`config.mk`:
```
export PLATFORM = sky130hd
export DESIGN_NAME = event_encoder_8to3
export DESIGN_NICKNAME = d
export VERILOG_FILES = /design/src/rtl/event_encoder_8to3.sv
export SDC_FILE = /design/constraint.sdc
export NUM_CORES = 1
export LEC_CHECK = 0
export BUFFER_PORTS_ARGS = -buffer_cell sky130_fd_sc_hd__buf_2
export CORE_MARGIN = 3
export CORE_UTILIZATION = 50
export DETAILED_ROUTE_END_ITERATION = 10
export HOLD_SLACK_MARGIN = 0.02
export PLACE_DENSITY = 0.86
export SKIP_CTS_REPAIR_TIMING = 1
export SYNTH_ARGS = -nofsm -noshare
export SYNTH_HDL_FRONTEND = slang
export SYNTH_SLANG_ARGS = --single-unit
```
`constraint.sdc`:
```
create_clock -name clk -period 2.5 [get_ports clk]
set_input_delay 0.125 -clock clk [delete_from_list [all_inputs] [get_ports clk]]
set_output_delay 0.125 -clock clk [all_outputs]
set_load 0.02 [all_outputs]
```
`src/rtl/event_encoder_8to3.sv`:
```
// Registered 8-to-3 request encoder: captures request lines into a pending
// register and offers the highest-priority index through a valid/ack handshake.
module event_encoder_8to3 #(
    parameter bit LOW_FIRST = 1'b1
) (
    input  logic       clk,
    input  logic       rst_n,
    input  logic       E,
    input  logic [7:0] req,
    input  logic       ack,
    input  logic       ovf_clr,
    output logic [2:0] code,
    output logic       valid,
    output logic [7:0] pending,
    output logic       overflow
);

    typedef enum logic {IDLE, OFFER} state_t;

    state_t     state;
    logic [7:0] clr_mask;
    logic [7:0] pending_next;
    logic       ovf_hit;
    logic [2:0] pick;

    always_comb begin
        clr_mask = '0;
        if (valid && ack) begin
            clr_mask[code] = 1'b1;
        end
        // Set dominates clear: a new request on the acknowledged bit survives.
        pending_next = (pending & ~clr_mask) | req;
        ovf_hit      = |(req & pending & ~clr_mask);

        // Last match wins, so scan toward the highest-priority bit.
        pick = '0;
        if (LOW_FIRST) begin
            for (int unsigned i = 8; i > 0; i--) begin
                if (pending[i-1]) pick = 3'(i - 1);
            end
        end else begin
            for (int unsigned i = 0; i < 8; i++) begin
                if (pending[i]) pick = 3'(i);
            end
        end
    end

    always_ff @(posedge clk or negedge rst_n) begin
        if (!rst_n) begin
            state    <= IDLE;
            pending  <= '0;
            code     <= '0;
            valid    <= 1'b0;
            overflow <= 1'b0;
        end else begin
            pending <= pending_next;
            if (ovf_hit) begin
                overflow <= 1'b1;
            end else if (ovf_clr) begin
                overflow <= 1'b0;
            end

            case (state)
                IDLE: begin
                    if (E && (pending != '0)) begin
                        code  <= pick;
                        valid <= 1'b1;
                        state <= OFFER;
                    end
                end
                OFFER: begin
                    if (ack) begin
                        valid <= 1'b0;
                        state <= IDLE;
                    end
                end
                default: begin
                    valid <= 1'b0;
                    state <= IDLE;
                end
            endcase
        end
    end

endmodule
```
==> impl_summary.txt, run 1 <==
----------------------------------------------------
[Place]
  Final weighted congestion in routability-driven placement ... 0.817
  Post-DP HPWL ... 1310 um
  Count of input and output buffers ... 25

[Synth]
  Syn avg cell area ... 9.47 sq um
  Post-synth top area share ... 0.480
  Syn nets ... 90
  Leading post-synthesis cells by instance count ... 14 x sky130_fd_sc_hd__dfrtp_1, 10 x sky130_fd_sc_hd__nand2_1, 9 x sky130_fd_sc_hd__nor2_1
  Leading area contributor after synthesis ... sky130_fd_sc_hd__dfrtp_1
  Most used DFF post-synth ... sky130_fd_sc_hd__dfrtp_1
  Library cells used by synthesis ... 26
  Synth area leaders ... sky130_fd_sc_hd__dfrtp_1 48%, sky130_fd_sc_hd__a21o_1 7.2%, sky130_fd_sc_hd__nand2_1 5.1%
  Most frequent cell after synthesis ... sky130_fd_sc_hd__dfrtp_1
  Async set-or-reset flop fraction in the synthesized netlist ... 1.00
  Synthesized area ... 729 sq um
  Sequential element share of the synthesized area ... 0.480
  EDFF count, synth ... 0
  Synthesis-stage register bit count ... 14
  Mapped Cells ... 77
  Synth Warn # ... 0

[Worst setup path]
  CP startpoint ... pending[3]$_DFF_PN0_
  Arrival time of data at the critical path endpoint ... 1.60 ns
  Endpoint kind of the worst setup timing path ... flop
  Start of the worst register-to-register path ... pending[3]$_DFF_PN0_
  Slack of the worst reg-to-reg path ... between 1 and 1.5 ns
  Worst path cell trace ... nor2_1, a21oi_1, nor2_1, mux2_2
  Cell family contributing the most delay on the critical path ... simple AND/OR/NAND/NOR gates
  Maximum net fanout on the critical path ... 5
  Data required time of the worst path ... roughly 2.7 ns
  Delay contributed by the slowest stage of the critical path ... 0.42 ns
  Crit path kind ... flop to flop
  Worst Setup Start Kind ... flop
  Master of the slowest instance on the critical path ... sky130_fd_sc_hd__dfrtp_1
  Most used cell, CP ... sky130_fd_sc_hd__nor2_1
  CP Buf/Inv Count ... 0

[Timing]
  Relative slew slack ... 0.762
  Final setup viols ... 0
  Period utilization ... 0.579
  Final Hold Vio Count ... 0
  Final worst clock skew ... between 0.004 and 0.005 ns
  Period minus WS final ... 1.45 ns
  Unrepaired setup endpoints after global routing ... no
  Worst Tran Pin Value ... 0.356 ns
  Count of pins over their slew limit ... 0
  Sum Neg Setup Slack ... 0 ns
  Max Freq ... 691 MHz
  Minimum hold slack ... 0.0436 ns

[Clocking]
  Max clock buf depth ... 2
  Later-pin clock latency in the skew report ... 0.27 ns
  Clock root cell ... sky130_fd_sc_hd__clkbuf_4
  Clock slew seen by the registers of the worst setup and hold paths ... 0.07 ns
  Sink count of the clock tree ... 14
  # H-tree levels ... 1
  TritonCTS buffer count ... 3
  CTS tree ... done

[Power and ir drop]
  Cell Pwr Density ... 693 mW/mm^2
  Worst IR drop on VDD ... 0.000648 V
  Leakage power of the design ... ~0.38 nW

[Detailed routing]
  Via count normalized by instance count ... 5.66
  DRC violations left ... 0
  Total iterations of the first detailed-routing run ... 4
  Number of DRC markers in iteration 0 ... 30
  Final wirelength ... 1670 um
  Overall via count from detail_route ... 673
  Average routed wire per standard cell ... 14.1 um
  Remaining antenna violation count ... 0

[Cells and area]
  Area growth from synthesis to layout ... 22.5%
  # nets final ... 119
  Ant diodes ... 0
  Share of post-route cells with drive strength above 1 ... 0.317

[Job]
  Number of max-capacitance violations reported ... 0

[Die]
  Die outline width ... 44.2 um
  Number of placement rows ... 13
  Die Span Y ... 44.2 um
  Initial core utilization ... 0.547
  CORE AREA ... 0.00133 sq mm
  Top Ports ... 26
  Die area ... 0.00195 sq mm

[GRT]
  GRT Util Overall ... 0.181
  First-pass GRT wire length ... 2590 um
  Met3 layer usage reported by global route ... 0.0244
  Most utilized layer in the global route result ... met2
  GRT met1 Usage ... 0.244
  GRT overflow ... 0
  Pin count of the biggest net entering global routing ... 15
  Met2 Resource Use GR ... 0.294
  Initial antenna violation count ... 0
  Vias in the first global route ... 603

[Worst hold path]
  Class of the most critical hold timing path ... primary input to flop
  Startpoint of the most critical hold path ... req[0]

[Run status]
  Result of the run ... complete, no violations

----------------------------------------------------
## stage by stage
step                area (sq um)  cells  total power, W  setup slack, ns  utilization
floorplan                    729     77        0.000435             1.12            -
global placement             861    115        0.000498             1.11        0.645
detailed placement           861    115        0.000505             1.07        0.645
CTS                          883    118        0.000623             1.05        0.662
global route                 893    119        0.000657            0.981        0.670
finish                       893    119        0.000619             1.05        0.670
## layer usage
| metal | up-vias | wire, um |
|---|---|---|
| met5 | - | 0 |
| met4 | 0 | 10 |
| met3 | 2 | 135 |
| met2 | 31 | 810 |
| met1 | 311 | 718 |
| li1 | 329 | - |
## flip-flops by register name, summed over array words and instances (netlist names)
| name | count |
|---|---|
| pending | 8 |
| code | 3 |
| valid | 1 |
| overflow | 1 |
| state | 1 |
## area by class of cell
type / instances / area (sq um)
well taps: 15 / 18.8
flip-flops and latches: 14 / 350
clock buffers: 3 / 22.5
multi-input cells: 58 / 355
fillers: 108 / 440
repair buffers: 26 / 135
inverters: 3 / 11.3
## power by group
group          total (W)  internal, W  switching, W
clock network   0.000116    0.0000557     0.0000602
logic           0.000200    0.0000764      0.000124
registers       0.000303     0.000259     0.0000438
total           0.000619     0.000391      0.000228
## worst paths after layout
path                                         to  depth (start not counted)
setup reg to reg            code[1]$_DFFE_PN0P_                          4
max in group asynchronous   code[0]$_DFFE_PN0P_                          2
hold reg to reg               valid$_DFFE_PN0P_                          1
min in group asynchronous  pending[2]$_DFF_PN0_                          2
setup / recovery            code[1]$_DFFE_PN0P_                          4
hold / removal             pending[0]$_DFF_PN0_                          2
## layout by cell type, fill, tap and decap left out, drive strengths merged
cell type / count
o21ai: 3
a21o: 7
a211oi: 1
nand2b: 1
buf: 25
nand2: 10
nor2: 9
or2: 1
a22oi: 1
and2b: 1
mux2: 2
and2: 1
clkbuf: 3
a31oi: 2
and3: 1
dfrtp: 14
and3b: 1
a221oi: 1
nand3: 4
inv: 3
dlygate4sd3: 1
a21oi: 6
o21bai: 1
a2111oi: 1
nor2b: 3
a311oi: 1
## cell families after synthesis
| kind of cell | after synthesis | synth area share |
|---|---|---|
| AOI/OAI and AO/OA | 24 | 0.249 |
| and+or+nand+nor | 32 | 0.208 |
| buffers and inverters | 5 | 0.0326 |
| DFF | 14 | 0.480 |
| muxes | 2 | 0.0309 |
## worst reg2reg max path: stages (launching register included)
cell and delay, ns:
sky130_fd_sc_hd__dfrtp_1 0.42, sky130_fd_sc_hd__nor2_1 0.17, sky130_fd_sc_hd__a21oi_1 0.11, sky130_fd_sc_hd__nor2_1 0.25, sky130_fd_sc_hd__mux2_2 0.37
No activity file was read; power rests on OpenSTA's default activity.
==> run 2, diff against run 1 <==
--- a/config.mk
+++ b/config.mk
@@ -7,10 +7,10 @@
 export LEC_CHECK = 0
 export BUFFER_PORTS_ARGS = -buffer_cell sky130_fd_sc_hd__buf_2
 export CORE_MARGIN = 3
-export CORE_UTILIZATION = 50
+export CORE_UTILIZATION = 47
 export DETAILED_ROUTE_END_ITERATION = 10
 export HOLD_SLACK_MARGIN = 0.02
-export PLACE_DENSITY = 0.86
+export PLACE_DENSITY = 0.82
 export SKIP_CTS_REPAIR_TIMING = 1
 export SYNTH_ARGS = -nofsm -noshare
 export SYNTH_HDL_FRONTEND = slang
==> constraint.sdc (replaced) <==
create_clock -name clk -period 1.45 [get_ports clk]
set_input_delay 0.0725 -clock clk [delete_from_list [all_inputs] [get_ports clk]]
set_output_delay 0.0725 -clock clk [all_outputs]
set_load 0.02 [all_outputs]
==> impl_summary.txt, run 2 (same netlist as run 1, synthesis figures left out) <==
----------------------------------------------------
[Die]
  CORE AREA ... around 0.0014 sq mm
  Die Span Y ... 45.4 um
  Number of placement rows ... 13
  Die area ... 0.00206 sq mm
  Top Ports ... 26
  Die outline width ... between 40 and 50 um
  Initial core utilization ... 0.528

[Timing]
  Max Freq ... 727 MHz
  Final worst clock skew ... 0.00420 ns
  Period utilization ... 0.949
  Worst Tran Pin Value ... 0.329 ns
  Final Hold Vio Count ... 0
  Worst setup slack after layout ... 0.0747 ns
  Count of pins over their slew limit ... 0
  Period minus WS final ... 1.38 ns
  Unrepaired setup endpoints after global routing ... no
  Final setup viols ... 0
  Relative slew slack ... 0.780

[Place]
  Pre-CTS worst setup slack ... -0.00148 ns
  Count of input and output buffers ... 25
  Final weighted congestion in routability-driven placement ... 0.823
  Post-DP HPWL ... between 1000 and 1500 um

[GRT]
  Vias in the first global route ... just under 700
  GRT Util Overall ... 0.199
  Pin count of the biggest net entering global routing ... 15
  GRT overflow ... 0
  First-pass GRT wire length ... slightly below 3000 um
  Initial antenna violation count ... 0

[Power and ir drop]
  Cell Pwr Density ... 1190 mW/mm^2
  Leakage power of the design ... 0.447 nW
  Worst IR drop on VDD ... 0.000907 V
  Overall Power ... 0.00122 W

[Worst setup path]
  Maximum net fanout on the critical path ... 5
  Data required time of the worst path ... 1.62 ns
  Crit path kind ... flop to flop
  Worst Setup Start Kind ... flop
  Logic depth of the worst register-to-register path ... 4
  Endpoint kind of the worst setup timing path ... flop
  Arrival time of data at the critical path endpoint ... 1.55 ns

[Cells and area]
  Share of post-route cells with drive strength above 1 ... 0.364
  Largest register by flop count ... pending
  Largest registers ... pending (8), code (3)
  Ant diodes ... 0
  Area growth from synthesis to layout ... 40.8%
  Most frequent cells in the layout ... 25 x sky130_fd_sc_hd__buf_2, 14 x sky130_fd_sc_hd__dfrtp_1, 10 x sky130_fd_sc_hd__nand2_1
  Number of filler instances in the final layout ... 110
  Commonest non-fill, non-tap cell in the layout ... sky130_fd_sc_hd__buf_2
  Number of flip-flops in the largest register ... 8
  # nets final ... 132

[Clocking]
  TritonCTS buffer count ... 3
  # H-tree levels ... 1
  Max clock buf depth ... 2
  Clock slew seen by the registers of the worst setup and hold paths ... 0.09 ns
  CTS tree ... done
  Clock root cell ... sky130_fd_sc_hd__clkbuf_4
  Later-pin clock latency in the skew report ... 0.29 ns
  Sink count of the clock tree ... 14

[Detailed routing]
  Overall via count from detail_route ... 737
  Final wirelength ... roughly 1800 um
  Number of DRC markers in iteration 0 ... 25
  Remaining antenna violation count ... 0
  Average routed wire per standard cell ... approximately 13 um
  DRC violations left ... 0
  Total iterations of the first detailed-routing run ... 4
  Via count normalized by instance count ... 5.54

[Run status]
  Result of the run ... complete, no violations

[Job]
  Number of max-capacitance violations reported ... 0

[Worst hold path]
  Class of the most critical hold timing path ... primary input to flop
  Hold Path Cell Cnt ... 2

----------------------------------------------------
[run 2: cell types whose count changed in the layout (fill, tap and decap cells not counted)]
cell                            before  now
sky130_fd_sc_hd__dlygate4sd3_1       1    8
sky130_fd_sc_hd__buf_4               0    6
sky130_fd_sc_hd__and3_1              1    0
sky130_fd_sc_hd__and3_2              0    1
sky130_fd_sc_hd__and3b_1             1    0
sky130_fd_sc_hd__and3b_2             0    1
sky130_fd_sc_hd__clkbuf_8            0    1
sky130_fd_sc_hd__nor2_1              9    8
sky130_fd_sc_hd__nor2_2              0    1
[run 2: area by class of cell]
| cell class | count | area (sq um) | share of cell area |
|---|---|---|---|
| multi-input combinational | 58 | 360 | 0.351 |
| sequential | 14 | 350 | 0.341 |
| timing repair buffer | 39 | 250 | 0.244 |
| clock buffer | 4 | 36.3 | 0.0353 |
| tap | 15 | 18.8 | 0.0183 |
| inverter | 3 | 11.3 | 0.0110 |
[run 2: path summary, 6_finish.rpt]
check / startpoint / endpoint / slack, ns
worst max-delay path: pending[3]$_DFF_PN0_ / code[0]$_DFFE_PN0P_ / 0.07
worst min-delay path: req[3] / pending[3]$_DFF_PN0_ / 0.003
worst max register to register: pending[3]$_DFF_PN0_ / code[0]$_DFFE_PN0P_ / 0.07
worst min register to register: state$_DFF_PN0_ / valid$_DFFE_PN0P_ / 0.50
max in group asynchronous: rst_n / code[0]$_DFFE_PN0P_ / 1.01
min in group asynchronous: rst_n / pending[1]$_DFF_PN0_ / 0.20
[run 2: stage by stage]
| stage | TNS, ns | instances | cell area (sq um) | utilization | hold slack, ns |
|---|---|---|---|---|---|
| final | 0 | 133 | 1030 | 0.743 | 0.00321 |
| after global routing | 0 | 133 | 1030 | 0.743 | 0.0219 |
| after CTS | -0.00310 | 125 | 942 | 0.681 | -0.326 |
| after detailed placement | -0.00148 | 121 | 906 | 0.655 | -0.0155 |
| after global placement | 0 | 121 | 906 | 0.655 | -0.0193 |
| after floorplan | 0 | 77 | 729 | - | -0.223 |
[run 2: per-layer routing]
metal,global-route usage,part of all wire,vias to the layer above
met5,0,0,-
met1,0.241,0.43,336
met4,0.0643,0.019,0
met3,0.0751,0.098,10
li1,-,-,353
met2,0.323,0.46,38
[run 2: critical path, cell delays in order (launching register included)]
cell and delay, ns:
sky130_fd_sc_hd__dfrtp_1 0.44, sky130_fd_sc_hd__nor2_1 0.16, sky130_fd_sc_hd__a21oi_1 0.12, sky130_fd_sc_hd__nor2_2 0.18
sky130_fd_sc_hd__mux2_2 0.36
[run 2: report_power, final]
group / total (W) / internal (W) / switching [W]
combinational: 0.000442 / 0.000190 / 0.000252
clock: 0.000285 / 0.000153 / 0.000132
sequential: 0.000491 / 0.000447 / 0.0000443
total: 0.00122 / 0.000789 / 0.000428
